### src/rtl/pipelined_addsub_nbit.sv
// rtl/pipelined_addsub_nbit.sv - pipelined N-bit adder/subtractor with valid/ready handshake

// One CHUNK-bit ripple slice: the extra top bit is the slice carry-out.
module addsub_slice #(
  parameter int CHUNK = 4
) (
  input  logic [CHUNK-1:0] x,
  input  logic [CHUNK-1:0] y,
  input  logic             ci,
  output logic [CHUNK-1:0] sum,
  output logic             co
);

  // Add the slice operands and incoming carry at CHUNK+1 bits so nothing is lost.
  always_comb begin
    {co, sum} = {1'b0, x} + {1'b0, y} + {{CHUNK{1'b0}}, ci};
  end

endmodule

// Carry chain cut into STAGES slices, one register per slice. Each stage
// register carries the full (possibly inverted) operands plus the partial
// result, so slice k only needs the carry registered by stage k-1. The last
// stage register is the output register; flags are computed one step early
// so no logic sits between the registers and the output pins.
module pipelined_addsub_nbit #(
  parameter int WIDTH = 8,
  parameter int CHUNK = 4
) (
  input  logic             clk,
  input  logic             rst,
  input  logic             in_valid,
  output logic             in_ready,
  input  logic [WIDTH-1:0] a,
  input  logic [WIDTH-1:0] b,
  input  logic             cin,
  input  logic             op,
  output logic             out_valid,
  input  logic             out_ready,
  output logic [WIDTH-1:0] s,
  output logic             cout,
  output logic             ovf,
  output logic             zero
);

  localparam int STAGES = WIDTH / CHUNK;
  localparam int LAST   = STAGES - 1;

  // Stage registers: valid, effective operands, partial sum, slice carry.
  logic             v_q [STAGES];
  logic [WIDTH-1:0] a_q [STAGES];
  logic [WIDTH-1:0] b_q [STAGES];
  logic [WIDTH-1:0] s_q [STAGES];
  logic             c_q [STAGES];
  logic             ovf_q;
  logic             zero_q;

  // What each stage sees on its input side this cycle.
  logic             src_v [STAGES];
  logic [WIDTH-1:0] src_a [STAGES];
  logic [WIDTH-1:0] src_b [STAGES];
  logic [WIDTH-1:0] src_s [STAGES];
  logic             src_c [STAGES];

  // Slice adder results and the partial sum with slice k filled in.
  logic [CHUNK-1:0] slice_sum [STAGES];
  logic             slice_co  [STAGES];
  logic [WIDTH-1:0] nxt_s     [STAGES];

  logic             advance;
  logic             ovf_d;
  logic             zero_d;

  // Single global enable: the whole pipe moves unless a result is stuck at the output.
  always_comb begin
    advance  = !v_q[LAST] || out_ready;
    in_ready = advance;
  end

  // Stage 0 takes the ports (b inverted and borrow turned into carry for
  // subtract); every later stage takes the register of the stage before it.
  always_comb begin
    for (int k = 0; k < STAGES; k++) begin
      src_v[k] = 1'b0;
      src_a[k] = '0;
      src_b[k] = '0;
      src_s[k] = '0;
      src_c[k] = 1'b0;
    end
    src_v[0] = in_valid;
    src_a[0] = a;
    src_b[0] = op ? ~b : b;
    src_s[0] = '0;
    src_c[0] = cin ^ op;
    for (int k = 1; k < STAGES; k++) begin
      src_v[k] = v_q[k-1];
      src_a[k] = a_q[k-1];
      src_b[k] = b_q[k-1];
      src_s[k] = s_q[k-1];
      src_c[k] = c_q[k-1];
    end
  end

  for (genvar k = 0; k < STAGES; k++) begin : g_slice
    addsub_slice #(.CHUNK(CHUNK)) u_slice (
      .x   (src_a[k][k*CHUNK +: CHUNK]),
      .y   (src_b[k][k*CHUNK +: CHUNK]),
      .ci  (src_c[k]),
      .sum (slice_sum[k]),
      .co  (slice_co[k])
    );
  end

  // Merge each stage's freshly computed slice into the partial result it carries.
  always_comb begin
    for (int k = 0; k < STAGES; k++) begin
      nxt_s[k] = src_s[k];
      nxt_s[k][k*CHUNK +: CHUNK] = slice_sum[k];
    end
  end

  // Flags from the completed sum entering the output register; overflow uses the
  // effective operands, so subtract is judged on a + ~b.
  always_comb begin
    ovf_d  = (src_a[LAST][WIDTH-1] == src_b[LAST][WIDTH-1]) &&
             (nxt_s[LAST][WIDTH-1] != src_a[LAST][WIDTH-1]);
    zero_d = (nxt_s[LAST] == '0);
  end

  // Pipeline registers: cleared asynchronously, otherwise advance together or hold together.
  always_ff @(posedge clk or posedge rst) begin
    if (rst) begin
      for (int k = 0; k < STAGES; k++) begin
        v_q[k] <= 1'b0;
        a_q[k] <= '0;
        b_q[k] <= '0;
        s_q[k] <= '0;
        c_q[k] <= 1'b0;
      end
      ovf_q  <= 1'b0;
      zero_q <= 1'b0;
    end else if (advance) begin
      for (int k = 0; k < STAGES; k++) begin
        v_q[k] <= src_v[k];
        a_q[k] <= src_a[k];
        b_q[k] <= src_b[k];
        s_q[k] <= nxt_s[k];
        c_q[k] <= slice_co[k];
      end
      ovf_q  <= ovf_d;
      zero_q <= zero_d;
    end
  end

  // Outputs come straight from the last stage register.
  always_comb begin
    out_valid = v_q[LAST];
    s         = s_q[LAST];
    cout      = c_q[LAST];
    ovf       = ovf_q;
    zero      = zero_q;
  end

endmodule

### config.mk
export PLATFORM = sky130hd
export DESIGN_NAME = pipelined_addsub_nbit
export DESIGN_NICKNAME = d
export VERILOG_FILES = /design/src/rtl/pipelined_addsub_nbit.sv
export SDC_FILE = /design/constraint.sdc
export NUM_CORES = 1
export LEC_CHECK = 0
export ABC_CLOCK_PERIOD_IN_PS = 6320
export BUFFER_PORTS_ARGS = -buffer_cell sky130_fd_sc_hd__buf_2
export CAP_MARGIN = 15
export CORE_MARGIN = 2
export CORE_UTILIZATION = 40
export CTS_CLUSTER_DIAMETER = 50
export DETAILED_ROUTE_END_ITERATION = 7
export GPL_TIMING_DRIVEN = 0
export PLACE_DENSITY = 0.73
export RECOVER_POWER = 25
export SETUP_SLACK_MARGIN = 0.2
export SYNTH_ARGS = -nofsm -noshare
export SYNTH_HDL_FRONTEND = slang
export SYNTH_HIERARCHICAL = 1
export SYNTH_SLANG_ARGS = --single-unit
### constraint.sdc
create_clock -name clk -period 6.32 [get_ports clk]
set_input_delay 0.316 -clock clk [delete_from_list [all_inputs] [get_ports clk]]
set_output_delay 0.316 -clock clk [all_outputs]
set_load 0.02 [all_outputs]
==> impl_metrics.env, run 1 <==
export IMPL_outcome="completed"
export IMPL_chipWidth_um=65.0
export IMPL_relSlewSlack_pct=37.0
export IMPL_drt_pass1_iterations=3
export IMPL_peakVddDrop_v=0.0000880
export IMPL_grt_pass1_wl_um=4270
export IMPL_wl_per_cell_um=13.0
export IMPL_finalHoldViolations=0
export IMPL_crit_path_max_fanout=4
export IMPL_vias=900
export IMPL_internal_power_uw=395
export IMPL_maxSlewViolCount=0
export IMPL_clock_path_buffers=2
export IMPL_finalSetupTns_ns=0
export IMPL_fin_util_pct=49.0
export IMPL_required_ns=6.50
export IMPL_clk_latency_ns=0.26
export IMPL_postCtsHoldBufs=0
export IMPL_die_h_um=65.0
export IMPL_start_util_pct=41.2
export IMPL_drtIter0Drc=21
export IMPL_drv_cap=0
export IMPL_yosys_area_top_type="dfrtp_1"
export IMPL_worstPathCellList="fa_1 > a21o_1 > a21oi_2 > xnor2_1 > or4_1 > o31ai_2"
export IMPL_synth_cells=106
export IMPL_core_area_mm2=0.00361
export IMPL_grt_start_max_net_pins=27
export IMPL_cts_tree="done"
export IMPL_antenna_left=0
export IMPL_port_buffers=33
export IMPL_clkSinkCount=26
export IMPL_ys_warnings_count=6
export IMPL_synth_edff_count=0
export IMPL_die_area_mm2=0.00422
export IMPL_fill_cells=323
export IMPL_syn_nets=138
export IMPL_hpwlAfterDp_um=1980
export IMPL_clockRootBuffer="clkbuf_8"
export IMPL_grt_antenna_before_repair=0
export IMPL_post_cts_setup_buffers=0
export IMPL_combPwrFrac_pct=40.7
export IMPL_end_kind="flip-flop"
export IMPL_skew_ns=0.00209
export IMPL_worstMarginPinSlew_ns=0.945
export IMPL_grtUsageTotal_pct=13.3
export IMPL_drive_above_1_share_pct=49.0
export IMPL_wl_um=2490
export IMPL_syn2layout_area_growth_pct=18.9
export IMPL_cpPeakStageDelay_ns=0.54
export IMPL_switchingPower_uw=196
export IMPL_cp_start_kind="flip-flop"
export IMPL_synth_xor_xnor_area_share_pct=7.66
export IMPL_rsz0062_at_grt="false"
export IMPL_clk_pin_slew_worst_paths_ns=0.08
export IMPL_worstPathArrival_ns=2.36
export IMPL_drc=0
export IMPL_synthDominantCellAreaShare_pct=43.8
export IMPL_cts_resized=0
export IMPL_diodes=0
export IMPL_place_congestion=0.761
export IMPL_ioPinCount=35
export IMPL_overflow=0
export IMPL_synth_mux_area_share_pct=21.7
export IMPL_mappedNetlistArea_mm2=0.00149
export IMPL_path_buf_inv=0
export IMPL_synth_area_leaders="dfrtp_1 (44%), mux2_4 (17%), fa_1 (5.4%), xor2_1 (5.3%), ha_1 (5.1%)"
export IMPL_h_tree_depth=1
export IMPL_critPathSlowestCell="or4_1"
export IMPL_grt_pass1_vias=982
export IMPL_postSynthAreaPerCell_um2=14.0
export IMPL_pwr_share_seq_pct=41.7
export IMPL_clkPwrFrac_pct=17.6
export IMPL_clock_fmax_mhz=460
export IMPL_ys_flop_type="dfrtp_1"
export IMPL_finalPower_uw=591
export IMPL_p_leak_nw=0.895
export IMPL_period_share_pct=34.4
export IMPL_min_period_ns=2.18
export IMPL_ys_ff_latch=26
export IMPL_rows=22
export IMPL_swShare_pct=33.2
export IMPL_synth_compound_area_share_pct=4.12
export IMPL_via_per_inst=4.71
export IMPL_synth_simple_area_share_pct=6.14
export IMPL_ys_async_sr_fraction_pct=100
export IMPL_seq_area_frac_synth_pct=43.8
export IMPL_hp_class="primary input to asynchronous set/reset pin"
export IMPL_worstSetupPathType="flip-flop to flip-flop"
export IMPL_yosysUniqueCellTypes=25
export IMPL_power_density_mw_per_mm2=335
export IMPL_synthAdderAreaFrac_pct=10.4
export IMPL_setup_viol=0
export IMPL_path_delay_family="compound AO/OA/AOI/OAI gates"
export IMPL_timing_hold_ws_ns=0.253
export IMPL_fin_nets=176
export IMPL_synth_top_family_by_area="multiplexers"
export IMPL_cts_buffers=3
[per-stage QoR]
| stage | instance area [um2] | std cells | setup slack (ns) |
|---|---|---|---|
| after floorplan | 1490 | 106 | 4.29 |
| after global placement | 1710 | 187 | 4.17 |
| after detailed placement | 1710 | 187 | 4.16 |
| after CTS | 1770 | 191 | 4.14 |
| after global routing | 1770 | 191 | 4.03 |
| final | 1770 | 191 | 4.14 |
[final timing paths]
path	start	endpoint	slack (ns)	cells past startpoint
worst max-delay path	b_q[12]	zero	4.14	6
worst min-delay path	rst	nxt_s[3]	0.25	2
worst max register to register	b_q[12]	zero	4.14	6
worst min register to register	src_v[0]	out_valid	0.48	1
max in group asynchronous	rst	src_v[0]	5.50	2
min in group clk	a[5]	a_q[13]	0.28	2
[power by group through the flow]
stage | clock, mW | combinational, mW | sequential, mW
after floorplan | 0 | 0.142 | 0.281
after detailed placement | 0 | 0.243 | 0.252
after CTS | 0.107 | 0.244 | 0.248
final | 0.104 | 0.241 | 0.246
after global routing | 0.115 | 0.261 | 0.254
after global placement | 0 | 0.235 | 0.247
[metal layers]
layer | share of wire (%) | up-vias | global-route usage, %
li1 | - | 432 | -
met1 | 45 | 443 | 15.3
met2 | 50 | 21 | 24.1
met3 | 3.8 | 4 | 2.60
met4 | 1.1 | 0 | 4.79
met5 | 0 | - | 0
[final cells by class]
cell class	count	area [um2]	share of cell area (%)
clock buffer	4	55.1	3.12
inverter	10	40.0	2.27
sequential	26	651	36.8
tap	48	60.1	3.40
multi-input combinational	66	744	42.1
timing repair buffer	33	165	9.35
buffer	4	51.3	2.90
[state kept, by name (all words and copies together) (netlist names)]
signal     flops
a_q            4
zero           1
out_valid      1
cout           1
b_q            4
src_v          1
ovf            1
nxt_s          4
s              8
c_q            1
[cell families after synthesis]
family	count (synthesis)
buffers and inverters	14
and+or+nand+nor	12
adders and majority gates	10
DFF	26
xor gates and xnor gates	13
muxes	23
AOI/OAI and AO/OA	8
[synthesized netlist by cell type (all sizes together) (2+ instances only)]
library cell and number:
ha 6, nand2b 3, nor2b 3, inv 10, buf 4, fa 4
a21o 2, mux2 23, a21oi 2, nand3b 2, dfrtp 26, or4 2
xnor2 4, o21ai 2, xor2 9
[cell usage in the layout (no fill, tap or decap)]
| cell type | n |
|---|---|
| nor2b_1 | 2 |
| buf_12 | 1 |
| fa_1 | 4 |
| a21oi_2 | 2 |
| xor2_1 | 9 |
| mux2_4 | 17 |
| o21ai_0 | 2 |
| ha_1 | 6 |
| nand3b_1 | 2 |
| or3b_2 | 1 |
| nand2b_1 | 3 |
| nor2b_4 | 1 |
| buf_8 | 1 |
| buf_6 | 1 |
| buf_2 | 34 |
| or4_1 | 2 |
| a31oi_1 | 1 |
| mux2_2 | 6 |
| inv_1 | 9 |
| a21o_1 | 2 |
| xnor2_1 | 4 |
| dfrtp_1 | 26 |
| nor3b_1 | 1 |
| inv_4 | 1 |
| clkbuf_8 | 4 |
| o31ai_2 | 1 |
Note: power is estimated with default switching activity, not from simulation.
==> run 2, diff against run 1 <==
Settings changed: ABC_CLOCK_PERIOD_IN_PS 6320 to 1850, PLACE_DENSITY 0.73 to 0.76.
Clock period 6.32 ns to 1.85 ns, I/O delays scaled along.
==> run 2 against run 1 <==
- the flow now finishes with violations (setup timing)
- wire length grew 7.0%
- flip-flop and latch count is the same
- cell area grew 4.0%
- worst hold slack lost 0.22 ns
- largest cell class unchanged
- register-to-register slack lost 4.3 ns
- non-clock buffer count grew 3
- die area is the same
- first-iteration DRC count grew 71%
- sequential share of layout area shrank 1.4 points
==> impl_metrics.env, run 2 (synthesized netlist as in run 1, its figures left out) <==
export IMPL_outcome="finished with violations"
export IMPL_violations="setup timing"
export IMPL_start_util_pct=41.2
export IMPL_rsz0062_at_grt="true"
export IMPL_period_share_pct=108
export IMPL_via_per_inst=4.73
export IMPL_worstPathArrival_ns=2.18
export IMPL_drc=0
export IMPL_crit_top_cell="fa_2"
export IMPL_grt_start_max_net_pins=27
export IMPL_critPathSlowestCell="fa_2"
export IMPL_end_kind="flip-flop"
export IMPL_post_dp_cell_area_mm2=0.00173
export IMPL_setup_ws_ns=-0.148
export IMPL_clock_path_buffers=2
export IMPL_wl_per_cell_um=13.7
export IMPL_vias=917
export IMPL_power_density_mw_per_mm2=1170
export IMPL_crit_path_max_fanout=2
export IMPL_worstSetupPathType="flip-flop to flip-flop"
export IMPL_ff2ff_setup_slack_ns=-0.15
export IMPL_top_usage_layer="met2"
export IMPL_met2_usage_pct=24.2
export IMPL_cpPeakStageDelay_ns=0.52
export IMPL_antenna_left=0
export IMPL_core_area_mm2=0.00361
export IMPL_timing_hold_ws_ns=0.0313
export IMPL_drive_above_1_share_pct=56.2
export IMPL_cts_buffers=3
export IMPL_drt_pass1_iterations=4
export IMPL_most_common_layout_cells="buf_2 (33), dfrtp_1 (26), mux2_4 (18)"
export IMPL_port_buffers=33
export IMPL_grt_antenna_before_repair=0
export IMPL_place_congestion=0.778
export IMPL_drv_cap=0
export IMPL_grtUsageMet3_pct=3.65
export IMPL_rows=22
export IMPL_layout_commonest_cell="buf_2"
export IMPL_largest_register_ffs=8
export IMPL_met1_usage_pct=15.8
export IMPL_clk_pin_slew_worst_paths_ns=0.09
export IMPL_clockRootBuffer="clkbuf_8"
export IMPL_hp_class="primary input to asynchronous set/reset pin"
export IMPL_finalHoldViolations=0
export IMPL_grt_pass1_vias=975
export IMPL_relSlewSlack_pct=36.6
export IMPL_worstPathCellList="fa_2 > inv_1 > fa_2 > inv_2 > or4_4 > o31ai_2"
export IMPL_ioPinCount=35
export IMPL_overflow=0
export IMPL_skew_ns=0.00600
export IMPL_die_area_mm2=0.00422
export IMPL_syn2layout_area_growth_pct=23.7
export IMPL_maxSlewViolCount=0
export IMPL_clock_fmax_mhz=501
export IMPL_cp_start_kind="flip-flop"
export IMPL_fin_area_mm2=0.00184
export IMPL_drtIter0Drc=36
export IMPL_grt_pass1_wl_um=4360
export IMPL_required_ns=2.03
export IMPL_die_h_um=65.0
export IMPL_grtUsageTotal_pct=13.8
export IMPL_hpwlAfterDp_um=2040
export IMPL_fin_nets=179
export IMPL_diodes=0
export IMPL_h_tree_depth=1
export IMPL_worstMarginPinSlew_ns=0.950
export IMPL_setup_viol=3
export IMPL_peakVddDrop_v=0.000353
export IMPL_clkSinkCount=26
export IMPL_chipWidth_um=65.0
export IMPL_min_period_ns=2.00
export IMPL_clk_latency_ns=0.27
export IMPL_p_leak_nw=0.921
export IMPL_cts_tree="done"
export IMPL_wl_um=2660
run 2: per-layer routing:
layer	vias up	wire length, um
met5	-	0
met4	0	38
met3	4	107
met2	22	1400
met1	458	1120
li1	433	-
run 2: stage by stage:
stage	setup TNS [ns]	setup WS [ns]	power (mW)	util, %	instances
after floorplan	-0.0665	-0.0665	1.46	-	106
after global placement	-0.258	-0.169	1.66	47.9	187
after detailed placement	-0.318	-0.201	1.70	47.9	187
after CTS	-0.232	-0.158	2.12	50.2	193
after global routing	-0.533	-0.237	2.30	51.0	194
final	-0.251	-0.148	2.15	51.0	194
run 2: layout make-up:
| type | count | area, um2 |
|---|---|---|
| repair buffers | 36 | 191 |
| fillers | 335 | 1770 |
| clock buffers | 4 | 55.1 |
| multi-input cells | 66 | 787 |
| flip-flops and latches | 26 | 651 |
| inverters | 10 | 40.0 |
| plain buffers | 4 | 53.8 |
| well taps | 48 | 60.1 |
run 2: power breakdown:
group | total (mW) | internal, mW | switching, mW | leakage (nW)
Combinational | 0.953 | 0.512 | 0.441 | 0.586
Sequential | 0.844 | 0.736 | 0.108 | 0.306
Clock | 0.356 | 0.190 | 0.166 | 0.0288
Total | 2.15 | 1.44 | 0.715 | 0.921
run 2: worst paths after layout:
check,cells after the start,end,from
max,6,zero,c_q[1]
min,2,out_valid,rst
max reg2reg,6,zero,c_q[1]
min reg2reg,1,out_valid,src_v[0]
max in group asynchronous,2,c_q[1],rst
min in group clk,2,a_q[14],a[6]
run 2: critical path, delay by kind of cell, from the launching register on:
kind,cells,cell delay (ns)
compound gates,1,0.18
fa+ha+maj,2,0.74
buf+inv,2,0.09
flops,1,0.39
simple gates,1,0.51
run 2: timing repair:
item | in CTS | in global routing
pin swaps | 3 | 2
hold buffers | 0 | 0
setup buffers | 2 | 1
cloned | 0 | 0
gates resized for setup | 4 | 3
endpoints found under the setup margin | 4 | 5
